===== src/rtl/aes_blok_toplayici_pkg.sv =====
// Shared types and constants for the AES block assembler.
// The DOLGU state only exists when AES_PADDING_EN is defined.
package aes_blok_toplayici_pkg;

  localparam int BLOK_W      = 128;
  localparam int BAYT_W      = 8;
  localparam int BAYT_SAYISI = 16;
  localparam int SAYAC_W     = 4;

  localparam logic [BAYT_W-1:0] PAD_TAM = 8'h10;

`ifdef AES_PADDING_EN
  typedef enum logic [1:0] {
    TOPLA = 2'd0,
    DOLU  = 2'd1,
    DOLGU = 2'd2
  } durum_t;
`else
  typedef enum logic [1:0] {
    TOPLA = 2'd0,
    DOLU  = 2'd1
  } durum_t;
`endif

endpackage


===== src/rtl/aes_blok_toplayici_kaydirici.sv =====
// Byte shift register with a 4-bit fill counter: byte 0 ends up in the top byte
// after 16 shifts, and the counter wraps back to 0 on the 16th shift.
module blok_kaydirici
  import aes_blok_toplayici_pkg::*;
(
  input  logic               clk,
  input  logic               rst,
  input  logic               kaydir,
  input  logic [BAYT_W-1:0]  veri,
  output logic [BLOK_W-1:0]  blok,
  output logic [SAYAC_W-1:0] sayac
);

  always_ff @(posedge clk or posedge rst) begin
    if (rst) begin
      blok  <= '0;
      sayac <= '0;
    end else if (kaydir) begin
      blok  <= {blok[BLOK_W-BAYT_W-1:0], veri};
      sayac <= sayac + 4'd1;
    end
  end

endmodule


===== src/rtl/aes_blok_toplayici.sv =====
// Collects bytes into 128-bit AES blocks and holds the AES key register.
// Optional PKCS#7 padding on the son byte is enabled by AES_PADDING_EN.
module aes_blok_toplayici
  import aes_blok_toplayici_pkg::*;
(
  input  logic               clk,
  input  logic               rst,
  input  logic [BAYT_W-1:0]  bayt,
  input  logic               bayt_gecerli,
  output logic               bayt_hazir,
  input  logic               son,
  input  logic [BLOK_W-1:0]  anahtar_giris,
  input  logic               anahtar_yaz,
  output logic [BLOK_W-1:0]  anahtar,
  output logic               anahtar_hata,
  output logic [BLOK_W-1:0]  blok,
  output logic               g_gecerli,
  input  logic               hazir,
  output durum_t             durum,
  output logic [SAYAC_W-1:0] sayac
);

  // Handshakes: a byte moves when bayt_gecerli & bayt_hazir, a block moves when
  // g_gecerli & hazir; a raised valid and its data stay put until the transfer.
  durum_t            durum_n;
  logic              kaydir;
  logic [BAYT_W-1:0] kaydir_veri;

  blok_kaydirici u_kaydirici (
    .clk    (clk),
    .rst    (rst),
    .kaydir (kaydir),
    .veri   (kaydir_veri),
    .blok   (blok),
    .sayac  (sayac)
  );

`ifdef AES_PADDING_EN
  logic [BAYT_W-1:0] pad_deger;
  logic              pad_bekliyor;

  // son on the 16th byte leaves a whole 0x10 block queued behind the current one.
  always_ff @(posedge clk or posedge rst) begin
    if (rst) begin
      pad_deger    <= '0;
      pad_bekliyor <= 1'b0;
    end else if (durum == TOPLA && bayt_gecerli && son) begin
      pad_deger    <= (sayac == 4'd15) ? PAD_TAM : {4'd0, 4'd15 - sayac};
      pad_bekliyor <= (sayac == 4'd15);
    end else if (durum == DOLU && hazir && pad_bekliyor) begin
      pad_bekliyor <= 1'b0;
    end
  end
`else
  logic son_unused;
  assign son_unused = son;
`endif

  always_ff @(posedge clk or posedge rst) begin
    if (rst) durum <= TOPLA;
    else     durum <= durum_n;
  end

  always_comb begin
    durum_n     = durum;
    bayt_hazir  = 1'b0;
    g_gecerli   = 1'b0;
    kaydir      = 1'b0;
    kaydir_veri = bayt;
    case (durum)
      TOPLA: begin
        bayt_hazir = 1'b1;
        if (bayt_gecerli) begin
          kaydir = 1'b1;
          if (sayac == 4'd15) durum_n = DOLU;
`ifdef AES_PADDING_EN
          else if (son) durum_n = DOLGU;
`endif
        end
      end
      DOLU: begin
        g_gecerli = 1'b1;
        if (hazir) begin
`ifdef AES_PADDING_EN
          durum_n = pad_bekliyor ? DOLGU : TOPLA;
`else
          durum_n = TOPLA;
`endif
        end
      end
`ifdef AES_PADDING_EN
      DOLGU: begin
        kaydir      = 1'b1;
        kaydir_veri = pad_deger;
        if (sayac == 4'd15) durum_n = DOLU;
      end
`endif
      default: durum_n = TOPLA;
    endcase
  end

  // The key may only change between messages: idle assembler, empty counter.
  always_ff @(posedge clk or posedge rst) begin
    if (rst) begin
      anahtar      <= '0;
      anahtar_hata <= 1'b0;
    end else begin
      anahtar_hata <= 1'b0;
      if (anahtar_yaz) begin
        if (durum == TOPLA && sayac == 4'd0) anahtar <= anahtar_giris;
        else                                 anahtar_hata <= 1'b1;
      end
    end
  end

endmodule


===== config.mk =====
export PLATFORM = sky130hd
export DESIGN_NAME = aes_blok_toplayici
export DESIGN_NICKNAME = d
export VERILOG_FILES = /design/src/rtl/aes_blok_toplayici_pkg.sv /design/src/rtl/aes_blok_toplayici_kaydirici.sv /design/src/rtl/aes_blok_toplayici.sv
export SDC_FILE = /design/constraint.sdc
export NUM_CORES = 1
export LEC_CHECK = 0
export ABC_CLOCK_PERIOD_IN_PS = 5000
export CAP_MARGIN = 20
export CORE_MARGIN = 5
export CORE_UTILIZATION = 35
export CTS_BUF_LIST = sky130_fd_sc_hd__clkbuf_8
export DETAILED_ROUTE_END_ITERATION = 8
export GPL_ROUTABILITY_DRIVEN = 1
export PLACE_DENSITY = 0.66
export REMOVE_ABC_BUFFERS = 1
export SETUP_SLACK_MARGIN = 0.4
export SLEW_MARGIN = 20
export SYNTH_ARGS = -nofsm -noshare
export SYNTH_HDL_FRONTEND = slang
export SYNTH_HIERARCHICAL = 1
export SYNTH_SLANG_ARGS = --single-unit
export TNS_END_PERCENT = 100

===== constraint.sdc =====
create_clock -name clk -period 5 [get_ports clk]
set_input_delay 1 -clock clk [delete_from_list [all_inputs] [get_ports clk]]
set_output_delay 1 -clock clk [all_outputs]
set_load 0.03 [all_outputs]

==> results.sh, run 1 <==
export IMPL_core_area_sq_um=29800
export IMPL_grt_overflow=0
export IMPL_stdcell_area_sq_um=16000
export IMPL_r2r_end="anahtar[50]"
export IMPL_grt_max_degree=129
export IMPL_grt_use_total_pct=16.4
export IMPL_num_io_pins=407
export IMPL_p_per_area_nw_per_um2=783
export IMPL_cts_sinks=262
export IMPL_fmax_mhz=362
export IMPL_cts_hold_buf=0
export IMPL_seq_area_sq_um=6560
export IMPL_finalHoldViolations=0
export IMPL_wl_um=29300
export IMPL_clk_latency_ns=0.54
export IMPL_via_per_inst=4.46
export IMPL_ff2ff_path_depth=4
export IMPL_worst_setup_path_start_kind="register"
export IMPL_synth_seq_cells=262
export IMPL_r2r_slack_ns=2.85
export IMPL_cts_root_buf="clkbuf_8"
export IMPL_timing_final_crit_share_pct=55.3
export IMPL_synth_warnings=6
export IMPL_drive_above_1_share_pct=32.7
export IMPL_drt_iter0_markers=229
export IMPL_whs_path_depth=1
export IMPL_row_count=63
export IMPL_ir_drop_mv=0.347
export IMPL_tightest_slew_ns=1.09
export IMPL_power_leakage_nw=7.40
export IMPL_critPathRequiredTime_ns=4.00
export IMPL_port_buffers=404
export IMPL_grt_pass1_vias=6837
export IMPL_antenna_found_initial=0
export IMPL_area_growth_pct=50.4
export IMPL_first_pass_iters=4
export IMPL_diodes=0
export IMPL_setup_slack_ns=2.23
export IMPL_drv_cap=0
export IMPL_rr_startpoint="durum[0]"
export IMPL_grt_pass1_wl_um=43000
export IMPL_holdCritPathClass="reg -> reg"
export IMPL_cts_resized=0
export IMPL_drv_slew=0
export IMPL_synthesis_area_sq_um=10600
export IMPL_period_needed_ns=2.77
export IMPL_clock_path_buffers=3
export IMPL_min_to="anahtar[44]"
export IMPL_crit_type="reg -> out"
export IMPL_multiInputGateArea_sq_um=3750
export IMPL_skew_ns=0.00976
export IMPL_gp_congestion=0.798
export IMPL_synthCells=568
export IMPL_drc=0
export IMPL_status="finished, final reports clean"
export IMPL_slew_headroom_pct=27.2
export IMPL_cts_tree="done"
export IMPL_post_cts_buffers=0
export IMPL_fillers=2452
export IMPL_dpl_worst_slack_ns=1.97
export IMPL_ant_nets=0
export IMPL_hp_start="anahtar[44]"
export IMPL_synth_cell_types=20
export IMPL_via_count=6339
export IMPL_layout_cells_non_filler=1422
export IMPL_setup_violations=0
export IMPL_dp_hpwl_um=21200
export IMPL_die_width_um=184
export IMPL_start_util_pct=35.6
export IMPL_htreeDepth=2
export IMPL_avgSynthCellArea_sq_um=18.7
export IMPL_p_total_mw=12.5
export IMPL_final_nets=1142
export IMPL_fp_dieH_um=184
export IMPL_die_area_sq_um=33900
export IMPL_numCtsBuffers=48
export IMPL_clkSlewWorstSetupHoldPaths_ns=0.06
export IMPL_yosysSeqAreaShare_pct=61.8
export IMPL_post_dp_cell_area_sq_um=15000
export IMPL_dp_cells=1339
export IMPL_rsz0062_at_grt="no"
export IMPL_endpoint_kind="primary output"
export IMPL_cp_max_fo=6
export IMPL_wl_per_cell_um=20.6
export IMPL_arrival_ns=1.77
export IMPL_fin_tns_setup_ns=0
==> flip-flops by register name, summed over array words and instances (netlist names) <==
signal and cells:
anahtar_hata 1, u_kaydirici/blok 128, durum 1, anahtar 128
u_kaydirici/sayac 4
==> power by group <==
| group | internal [mW] | total (mW) | switching, mW | leakage [nW] |
|---|---|---|---|---|
| Clock | 1.19 | 2.06 | 0.875 | 0.568 |
| Combinational | 3.24 | 6.52 | 3.29 | 3.69 |
| Sequential | 3.17 | 3.91 | 0.738 | 3.15 |
| Total | 7.59 | 12.5 | 4.90 | 7.40 |
==> final cells by class <==
| cell class | instances | share of cell area (%) |
|---|---|---|
| Clock buffer | 61 | 5.26 |
| Clock inverter | 22 | 0.878 |
| Inverter | 4 | 0.141 |
| Multi-Input combinational cell | 271 | 23.5 |
| Sequential cell | 262 | 41.1 |
| Tap cell | 390 | 3.06 |
| Timing Repair Buffer | 412 | 26.0 |
==> cells in the mapped netlist (all sizes together) <==
library cell	number	area share (%)
xnor2	2	0.17
inv	4	0.14
dfrtp	262	62
or3	1	0.059
xor2	1	0.083
ha	1	0.12
o21ai	1	0.047
nor2b	1	0.059
nand3	1	0.047
buf	31	2.9
conb	1	0.035
mux2	257	34
a21boi	1	0.071
nand4	2	0.12
nand2	1	0.035
nor4	1	0.12
==> cells by family after synthesis <==
| family | count (synthesis) | synth area share, % |
|---|---|---|
| xor+xnor | 3 | 0.248 |
| other cells | 1 | 0.0353 |
| fa+ha+maj | 1 | 0.118 |
| buf+inv | 35 | 3.01 |
| compound gates | 2 | 0.118 |
| flops | 262 | 61.8 |
| simple gates | 7 | 0.436 |
| mux | 257 | 34.2 |
==> stage by stage <==
| stage | util [%] | hold slack [ns] |
|---|---|---|
| 4_1_cts | 53.5 | 0.506 |
| 2_1_floorplan | - | 0.701 |
| 6_report | 53.5 | 0.502 |
| 5_1_grt | 53.5 | 0.512 |
| 3_5_place_dp | 50.3 | 0.492 |
| 3_3_place_gp | 50.3 | 0.488 |
==> worst max-delay path, stage by stage, from the launching register on <==
cell and delay (ns):
dfrtp_1 0.46, inv_1 0.10, clkdlybuf4s50_1 0.67
==> layer usage <==
layer  part of all wire [%]  routed length, um  track usage (%)
met2                     53              15400             28.9
met4                    2.9                835             5.53
met3                    6.1               1780             4.16
met1                     39              11300             19.6
met5                      0                  0                0
==> cell usage in the layout (no fill, tap or decap), drive strengths merged <==
cell type,netlist,final
nand3,1,1
conb,1,1
nor4,1,1
nand4,2,2
or3,1,1
clkdlybuf4s50,0,404
bufinv,0,2
dfrtp,262,262
mux2,257,257
xor2,1,1
inv,4,20
clkbuf,0,61
o21ai,1,1
xnor2,2,2
a21boi,1,1
nor2b,1,1
buf,31,8
nand2,1,1
clkinv,0,4
ha,1,1
==> worst max path at each step <==
stage            startpoint  slack [ns]                    to  depth (start not counted)
4_1_cts            durum[0]        2.19            bayt_hazir                          2
3_5_place_dp   bayt_gecerli        1.97  u_kaydirici/blok[22]                          4
3_3_place_gp   bayt_gecerli        2.01  u_kaydirici/blok[14]                          4
6_report           durum[0]        2.23            bayt_hazir                          2
2_1_floorplan  bayt_gecerli       -4.76  u_kaydirici/blok[10]                          2
5_1_grt            durum[0]        2.14            bayt_hazir                          2
No activity file was read; power rests on OpenSTA's default activity.
==> run 2, diff against run 1 <==
--- a/config.mk
+++ b/config.mk
@@ -5,14 +5,14 @@
 export SDC_FILE = /design/constraint.sdc
 export NUM_CORES = 1
 export LEC_CHECK = 0
-export ABC_CLOCK_PERIOD_IN_PS = 5000
+export ABC_CLOCK_PERIOD_IN_PS = 2500
 export CAP_MARGIN = 20
 export CORE_MARGIN = 5
 export CORE_UTILIZATION = 35
 export CTS_BUF_LIST = sky130_fd_sc_hd__clkbuf_8
 export DETAILED_ROUTE_END_ITERATION = 8
 export GPL_ROUTABILITY_DRIVEN = 1
-export PLACE_DENSITY = 0.66
+export PLACE_DENSITY = 0.69
 export REMOVE_ABC_BUFFERS = 1
 export SETUP_SLACK_MARGIN = 0.4
 export SLEW_MARGIN = 20
==> constraint.sdc (replaced) <==
create_clock -name clk -period 2.5 [get_ports clk]
set_input_delay 0.5 -clock clk [delete_from_list [all_inputs] [get_ports clk]]
set_output_delay 0.5 -clock clk [all_outputs]
set_load 0.03 [all_outputs]
==> run 2 against run 1 <==
Effect of this change: sequential power is 99% higher; worst setup slack worse by 1.7 ns; wire length is 1.2% higher; hold slack worse by 0.054 ns; critical path depth stayed put; die area stayed put; non-clock buffer count is 18 higher; highest routed layer unchanged.
==> results.sh, run 2 (synthesis gave the netlist of run 1 again) <==
export IMPL_period_needed_ns=1.99
export IMPL_area_growth_pct=49.8
export IMPL_ir_drop_mv=0.639
export IMPL_layout_cells_non_filler=1443
export IMPL_core_area_sq_um=29800
export IMPL_grt_pass1_wl_um=44000
export IMPL_final_util_pct=53.4
export IMPL_critical_path_buf_inv_count=2
export IMPL_wl_um=29700
export IMPL_via_per_inst=4.41
export IMPL_holdCritPathClass="in -> async"
export IMPL_critPathRequiredTime_ns=2.00
export IMPL_grt_max_degree=56
export IMPL_antenna_found_initial=1
export IMPL_p_per_area_nw_per_um2=1470
export IMPL_fp_dieH_um=184
export IMPL_drive_above_1_share_pct=33.7
export IMPL_cts_sinks=262
export IMPL_crit_chain="inv_1 > dlygate4sd2_1"
export IMPL_ff2ff_path_depth=5
export IMPL_rsz0062_at_grt="no"
export IMPL_drv_slew=0
export IMPL_cts_root_buf="clkbuf_8"
export IMPL_gp_congestion=0.779
export IMPL_wl_per_cell_um=20.5
export IMPL_first_pass_iters=4
export IMPL_clk_latency_ns=0.53
export IMPL_power_leakage_nw=8.13
export IMPL_cp_max_fo=6
export IMPL_crit_type="reg -> out"
export IMPL_largestRegisters="anahtar (128), u_kaydirici/blok (128), u_kaydirici/sayac (4)"
export IMPL_grt_use_total_pct=16.7
export IMPL_die_width_um=184
export IMPL_dpl_worst_slack_ns=0.357
export IMPL_cts_hold_buf=0
export IMPL_htreeDepth=2
export IMPL_endpoint_kind="primary output"
export IMPL_via_count=6362
export IMPL_dp_hpwl_um=22300
export IMPL_numCtsBuffers=45
export IMPL_num_io_pins=407
export IMPL_fillers=2601
export IMPL_finalHoldViolations=0
export IMPL_status="finished, final reports clean"
export IMPL_rr_startpoint="durum[0]"
export IMPL_dp_cells=1357
export IMPL_clock_path_buffers=3
export IMPL_timing_final_crit_share_pct=79.4
export IMPL_drv_cap=0
export IMPL_grt_pass1_vias=7054
export IMPL_start_util_pct=35.6
export IMPL_setup_violations=0
export IMPL_drc=0
export IMPL_final_nets=1157
export IMPL_cts_tree="done"
export IMPL_port_buffers=404
export IMPL_drt_iter0_markers=174
export IMPL_layout_common_cells="dfrtp_1, dlygate4sd2_1, mux2_4, clkdlybuf4s50_1, clkbuf_8"
export IMPL_setup_slack_ns=0.514
export IMPL_arrival_ns=1.49
export IMPL_row_count=63
export IMPL_final_common_cell="dfrtp_1"
export IMPL_cpPeakStageDelay_ns=0.46
export IMPL_ant_nets=0
export IMPL_clkSlewWorstSetupHoldPaths_ns=0.06
export IMPL_skew_ns=0.0152
export IMPL_cpMaxStageDelayCell="dfrtp_1"
export IMPL_worst_setup_path_start_kind="register"
export IMPL_grt_overflow=0
export IMPL_r2r_slack_ns=0.62
export IMPL_fmax_mhz=504
export IMPL_critical_path_top_delay_family="buffers and inverters"
export IMPL_die_area_sq_um=33900
export IMPL_r2r_end="anahtar[50]"
==> run 2: through the flow <==
stage | instance area [sq um] | hold WS [ns] | setup TNS (ns) | power, mW
6_report | 15900 | 0.448 | 0 | 23.4
5_1_grt | 15900 | 0.451 | 0 | 24.5
4_1_cts | 15900 | 0.422 | 0 | 23.8
3_5_place_dp | 15200 | 0.490 | 0 | 21.1
3_3_place_gp | 15200 | 0.487 | 0 | 21.0
2_1_floorplan | 10300 | 0.596 | -1925.75 | 15.8
==> run 2: layout make-up <==
cell class,instances,area (sq um),share of cell area [%]
Inverter,4,22.5,0.142
Sequential cell,262,6560,41.2
Antenna cell,3,7.51,0.0472
Multi-Input combinational cell,271,3750,23.6
Timing Repair Buffer,430,4130,26.0
Clock inverter,21,88.8,0.559
Clock buffer,62,853,5.37
Tap cell,390,488,3.07
==> run 2: metal layers <==
metal | global-route usage (%) | up-vias | wire [um]
met4 | 5.35 | 0 | 748
met1 | 20.4 | 3229 | 11600
met2 | 29.2 | 186 | 15700
met5 | 0 | - | 0
li1 | - | 2893 | -
met3 | 3.85 | 54 | 1600
==> run 2: timing repair <==
item | in CTS | in global routing
gates resized for setup | 249 | 15
buffers inserted | 0 | 0
endpoints found under the hold margin | 0 | 0
endpoints found under the setup margin | 249 | 15
==> run 2: report_power, final <==
group          switching [mW]  internal (mW)  leakage, nW
Combinational            6.56           5.12         4.44
Clock                    1.71           2.20        0.544
Sequential               1.45           6.33         3.15
==> run 2: how the worst max path moves through the flow <==
stage                 start                    to  slack [ns]  cells past startpoint
5_1_grt            durum[0]            bayt_hazir        0.40                      2
4_1_cts        anahtar[120]          anahtar[120]        0.40                      1
3_3_place_gp   bayt_gecerli  u_kaydirici/blok[36]        0.38                      5
2_1_floorplan      durum[0]  u_kaydirici/blok[10]       -7.06                      2
3_5_place_dp   bayt_gecerli  u_kaydirici/blok[52]        0.36                      5
6_report           durum[0]            bayt_hazir        0.51                      2
